===== src/rtl/dmem_bridge.sv =====
// dmem_bridge: memory-stage to data-RAM request/ack bridge with load formatting; optional bus timeout via `DMEM_TIMEOUT_EN
module dmem_bridge #(
    parameter int TIMEOUT_CYCLES = 255
) (
    input  logic        cpu_clk_50M,
    input  logic        cpu_rst,
    input  logic        dce,
    input  logic [31:0] daddr,
    input  logic [3:0]  we,
    input  logic [3:0]  dre,
    input  logic [31:0] din,
    output logic        bus_req,
    output logic [31:0] bus_addr,
    output logic [3:0]  bus_wen,
    output logic [31:0] bus_wdata,
    input  logic        bus_ack,
    input  logic [31:0] bus_rdata,
    output logic        stall_o,
    output logic        dvalid_o,
    output logic [31:0] drdata_o,
    output logic        err_o
);
    typedef enum logic [1:0] {IDLE, REQ, DONE} state_t;

    state_t      r_state;
    state_t      w_next;
    logic [3:0]  r_dre;
    logic        r_dvalid;
    logic [31:0] r_drdata;
    logic [31:0] w_fmt;
    logic        w_load;
    logic        w_ack;
    logic        w_timeout;
    logic        w_unused;

    assign w_unused = ^{daddr[1:0], TIMEOUT_CYCLES[0]};
    assign w_load   = (bus_wen == 4'b0000) && (r_dre != 4'b0000);
    assign w_ack    = (r_state == REQ) && bus_ack;
    assign dvalid_o = r_dvalid;
    assign drdata_o = r_drdata;

`ifdef DMEM_TIMEOUT_EN
    localparam int CW = $clog2(TIMEOUT_CYCLES + 1);
    localparam logic [CW-1:0] TO_LAST = CW'(TIMEOUT_CYCLES - 1);

    logic [CW-1:0] r_cnt;
    logic          r_err;

    assign w_timeout = (r_state == REQ) && !bus_ack && (r_cnt == TO_LAST);
    assign err_o     = r_err;

    // Count REQ cycles from zero on entry; the last allowed cycle without ack times out
    always_ff @(posedge cpu_clk_50M or posedge cpu_rst) begin
        if (cpu_rst) begin
            r_cnt <= '0;
            r_err <= 1'b0;
        end else begin
            r_cnt <= (r_state == REQ) ? r_cnt + 1'b1 : '0;
            if (w_timeout)
                r_err <= 1'b1;
        end
    end
`else
    assign w_timeout = 1'b0;
    assign err_o     = 1'b0;
`endif

    // State register
    always_ff @(posedge cpu_clk_50M or posedge cpu_rst) begin
        if (cpu_rst)
            r_state <= IDLE;
        else
            r_state <= w_next;
    end

    // Next state: accept only from IDLE, leave REQ on ack (or timeout), DONE lasts one cycle
    always_comb begin
        w_next = (r_state == IDLE) ? (dce ? REQ : IDLE) :
                 (r_state == REQ)  ? ((bus_ack || w_timeout) ? DONE : REQ) :
                                     IDLE;
    end

    // Outputs decoded from state; stall covers the accepting IDLE cycle and all of REQ
    always_comb begin
        bus_req = (r_state == REQ);
        stall_o = ((r_state == IDLE) && dce) || (r_state == REQ);
    end

    // Capture the access when leaving IDLE; held stable for the whole REQ phase
    always_ff @(posedge cpu_clk_50M or posedge cpu_rst) begin
        if (cpu_rst) begin
            bus_addr  <= '0;
            bus_wen   <= '0;
            bus_wdata <= '0;
            r_dre     <= '0;
        end else if ((r_state == IDLE) && dce) begin
            bus_addr  <= {daddr[31:2], 2'b00};
            bus_wen   <= we;
            bus_wdata <= din;
            r_dre     <= dre;
        end
    end

    // Load formatting: full word is byte-reversed, a single lane is sign-extended, anything else reads as zero
    always_comb begin
        w_fmt = (r_dre == 4'b1111) ? {bus_rdata[7:0], bus_rdata[15:8], bus_rdata[23:16], bus_rdata[31:24]} :
                (r_dre == 4'b0001) ? {{24{bus_rdata[7]}},  bus_rdata[7:0]}   :
                (r_dre == 4'b0010) ? {{24{bus_rdata[15]}}, bus_rdata[15:8]}  :
                (r_dre == 4'b0100) ? {{24{bus_rdata[23]}}, bus_rdata[23:16]} :
                (r_dre == 4'b1000) ? {{24{bus_rdata[31]}}, bus_rdata[31:24]} :
                                     32'h0;
    end

    // Result register: loaded on REQ->DONE for non-stores, zeroed on timeout, untouched by stores
    always_ff @(posedge cpu_clk_50M or posedge cpu_rst) begin
        if (cpu_rst) begin
            r_dvalid <= 1'b0;
            r_drdata <= '0;
        end else begin
            r_dvalid <= w_ack && w_load;
            if (w_timeout)
                r_drdata <= '0;
            else if (w_ack && (bus_wen == 4'b0000))
                r_drdata <= w_fmt;
        end
    end
endmodule


===== config.mk =====
export PLATFORM = sky130hd
export DESIGN_NAME = dmem_bridge
export DESIGN_NICKNAME = d
export VERILOG_FILES = /design/src/rtl/dmem_bridge.sv
export SDC_FILE = /design/constraint.sdc
export NUM_CORES = 1
export LEC_CHECK = 0
export ABC_AREA = 1
export ABC_CLOCK_PERIOD_IN_PS = 4050
export CORE_MARGIN = 2
export CORE_UTILIZATION = 37
export DETAILED_ROUTE_END_ITERATION = 7
export GPL_ROUTABILITY_DRIVEN = 0
export MAX_ROUTING_LAYER = met4
export PLACE_DENSITY_LB_ADDON = 0.08
export SYNTH_ARGS = -nofsm -noshare
export SYNTH_HDL_FRONTEND = slang
export SYNTH_SLANG_ARGS = --single-unit

===== constraint.sdc =====
create_clock -name cpu_clk_50M -period 4.05 [get_ports cpu_clk_50M]
set_clock_uncertainty 0.2 [all_clocks]
set_input_delay 1.215 -clock cpu_clk_50M [delete_from_list [all_inputs] [get_ports cpu_clk_50M]]
set_output_delay 1.215 -clock cpu_clk_50M [all_outputs]
set_load 0.02 [all_outputs]

==> reports/qor.csv <==
stage,metric,value,unit
outcome,outcome,"complete, no violations",
drt,via count,3855,
setup_path,reg2reg end,drdata_o[24],
logic_synthesis,area share of the largest cell type after synthesis,57.4,%
floorplan,Ports,212,
logic_synthesis,Synth top cells by count,"dfrtp_1, nand2_1, nor2_1",
timing,RSZ-0062 raised after global routing,false,
place,Detailed Place HPWL,9.14,mm
logic_synthesis,XOR/XNOR Fraction of Synth Area,0,%
setup_path,Worst Path Arrival,2.46,ns
place,Placed Area,6790,µm²
global_routing,gr usage total,20.0,%
place,dpl ws,0.172,ns
drt,DRC Markers,0,
logic_synthesis,number of flops mapped to enable cells by yosys,0,
clocking,CTS Hold Buffers Added,0,
logic_synthesis,"FFs w/ async S/R, synth",100,%
timing,Period minus WS final,3.87,ns
logic_synthesis,Synth Area in Compound Gates,1.70,%
drt,"antenna viol nets, final",0,
logic_synthesis,"Primary FF master, synth",dfrtp_1,
timing,Fin. Hold Viols,0,
clocking,CTS HTree Levels,3,
setup_path,launching element type of the critical path,input pin,
setup_path,Crit Path Max Fanout,2,
floorplan,cell row count,40,
place,I/O Buffers,206,
logic_synthesis,Mapped Cells,446,
timing,ratio of final minimum period to clock period,95.6,%
worst_hold_path,hold depth,2,
cells_and_area,fill count,1049,
clocking,root buf cell,clkbuf_16,
clocking,Clock transition at path regs,0.07,ns
logic_synthesis,"Distinct cells, synth",19,
cells_and_area,fin area,7090,µm²
logic_synthesis,largest family of logic cells by synthesized area,simple AND/OR/NAND/NOR gates,
logic_synthesis,Post-Synth Adder-Cell Area,0,%
logic_synthesis,Netlist Area Pre-Place,4580,µm²
global_routing,initial antenna violation count,0,
clocking,"Setup Fix Bufs, Post-CTS",0,
cells_and_area,Diodes inserted,0,
timing,final setup TNS,0,ns
global_routing,grt total ovfl,0,
drt,WL per Instance,15.1,µm
worst_hold_path,worst hold path type,register to register,
floorplan,initial core utilization,37.9,%
logic_synthesis,post-synth top area cell,dfrtp_1,
cells_and_area,# nets final,754,
global_routing,largest net degree at the start of global routing,75,
power,Worst VDD drop,0.319,mV
setup_path,Setup crit start,dce,
timing,Rel. slew slack,39.4,%
drt,Post-Route WL,12.4,mm
setup_path,FF-to-FF setup slack,1.73,ns
setup_path,critical path type,input pin to output pin,
drt,vias per inst,4.71,
floorplan,Die Span Y,115,µm
clocking,CTS tree,yes,
logic_synthesis,sequential share of the synthesized area,57.4,%
logic_synthesis,Post-Synth Simple-Gate Area,20.0,%
global_routing,first-pass GRT wire length,19.8,mm
drt,DRT iter0 DRCs,267,
logic_synthesis,Post-Syn Area per Cell,10.3,µm²
job,Max-Cap Viols,0,
power,Pwr Density,700,nW/µm²
floorplan,Core ar.,12100,µm²
timing,Final Max Slew Viols,0,
cells_and_area,share of post-route cells with drive strength above 1,9.37,%
floorplan,Die X,115,µm
power,Final Total Pwr,4.96,mW
clocking,sinks on the clock net,105,
logic_synthesis,Syn. warnings,0,
setup_path,reg-to-reg startpoint,r_dre[2],
timing,transition time at the pin with the least slew margin,0.908,ns
setup_path,Reg2Reg Depth,5,
logic_synthesis,register bit total from synthesis,105,
timing,Max Fclk,0.258,GHz
logic_synthesis,top-count cell post-synth,dfrtp_1,
setup_path,CP Capture Type,output pin,
drt,Initial DRT Pass Iterations,4,
timing,setup ws final,0.177,ns
setup_path,Critical Path RT,2.63,ns
logic_synthesis,dominant cells by area after synthesis,"dfrtp_1, mux2_1, nand2_1",
clocking,CTS Buf Count,9,
power,Lkg Pwr,3.06,nW
logic_synthesis,multiplexer share of the synthesized area,16.5,%
clocking,clock buffer depth,2,
cells_and_area,synth-to-layout area growth,54.9,%
clocking,"Clk Latency, worst-skew pair",0.35,ns
timing,Final setup viols,0,
clocking,post_cts resized,0,
setup_path,crit path to,stall_o,
floorplan,DIE AREA,13300,µm²
global_routing,vias in the first global route,4086,
-- how the worst min path moves through the flow --
stage	from	end
2_1_floorplan	r_dre[1]	r_dre[1]
3_3_place_gp	drdata_o[0]	drdata_o[0]
3_5_place_dp	drdata_o[3]	drdata_o[3]
4_1_cts	drdata_o[3]	drdata_o[3]
5_1_grt	drdata_o[6]	drdata_o[6]
6_report	drdata_o[3]	drdata_o[3]
-- critical path, stage by stage --
cell and delay [ns]:
clkdlybuf4s50_1 0.50, nand2_4 0.05, nand2_1 0.06, clkdlybuf4s50_1 0.62
-- routing by layer --
layer / vias up / GRT usage (%) / routed length, µm
met2: 149 / 32.9 / 6130
met4: 0 / 6.02 / 244
met1: 1852 / 22.8 / 5040
met3: 18 / 7.27 / 937
li1: 1836 / - / -
met5: - / - / 0
-- placed cells by master, fill, tap and decap left out, types with 2 or more instances in the layout --
| cell type | instances |
|---|---|
| a21oi_1 | 4 |
| buf_4 | 5 |
| clkbuf_16 | 9 |
| clkdlybuf4s50_1 | 206 |
| clkinv_2 | 3 |
| conb_1 | 3 |
| dfrtp_1 | 105 |
| inv_1 | 10 |
| inv_2 | 5 |
| mux2_1 | 42 |
| mux2_2 | 25 |
| nand2_1 | 90 |
| nand3_1 | 31 |
| nand4_1 | 8 |
| nor2_1 | 82 |
| nor2_2 | 5 |
| nor2_4 | 2 |
| o21bai_1 | 7 |
-- stage by stage --
stage | cells | hold slack, ns | util (%)
4_1_cts | 819 | 0.290 | 58.8
3_3_place_gp | 803 | 0.269 | 56.3
2_1_floorplan | 448 | 0.358 | -
5_1_grt | 819 | 0.306 | 58.8
3_5_place_dp | 803 | 0.274 | 56.3
6_report | 819 | 0.285 | 58.8
-- flip-flops by register name, indices dropped and copies added, names as in the netlist --
| name | cells |
|---|---|
| bus_wen | 4 |
| dvalid_o | 1 |
| drdata_o | 32 |
| r_dre | 4 |
| r_state | 2 |
| bus_addr | 30 |
| bus_wdata | 32 |
-- report_power, final --
group          total (mW)  switching (mW)  internal [mW]  leakage [nW]
clock               0.878           0.382          0.496         0.150
combinational        2.34            1.19           1.15          1.65
sequential           1.75           0.255           1.49          1.26
total                4.96            1.83           3.13          3.06
-- layout make-up --
type | instances | area, µm² | area share, %
Clock buffer | 11 | 243 | 3.42
Clock inverter | 5 | 53.8 | 0.759
Inverter | 16 | 63.8 | 0.900
Multi-Input combinational cell | 302 | 1770 | 25.0
Sequential cell | 105 | 2630 | 37.1
Tap cell | 168 | 210 | 2.97
Timing Repair Buffer | 212 | 2120 | 29.9
-- cell families after synthesis --
| logic type | Yosys count |
|---|---|
| AO/OA/AOI/OAI | 12 |
| buffers and inverters | 41 |
| flip-flops | 105 |
| multiplexers | 67 |
| other | 1 |
| AND/OR/NAND/NOR | 220 |
Power figures use the tool's default switching activity.
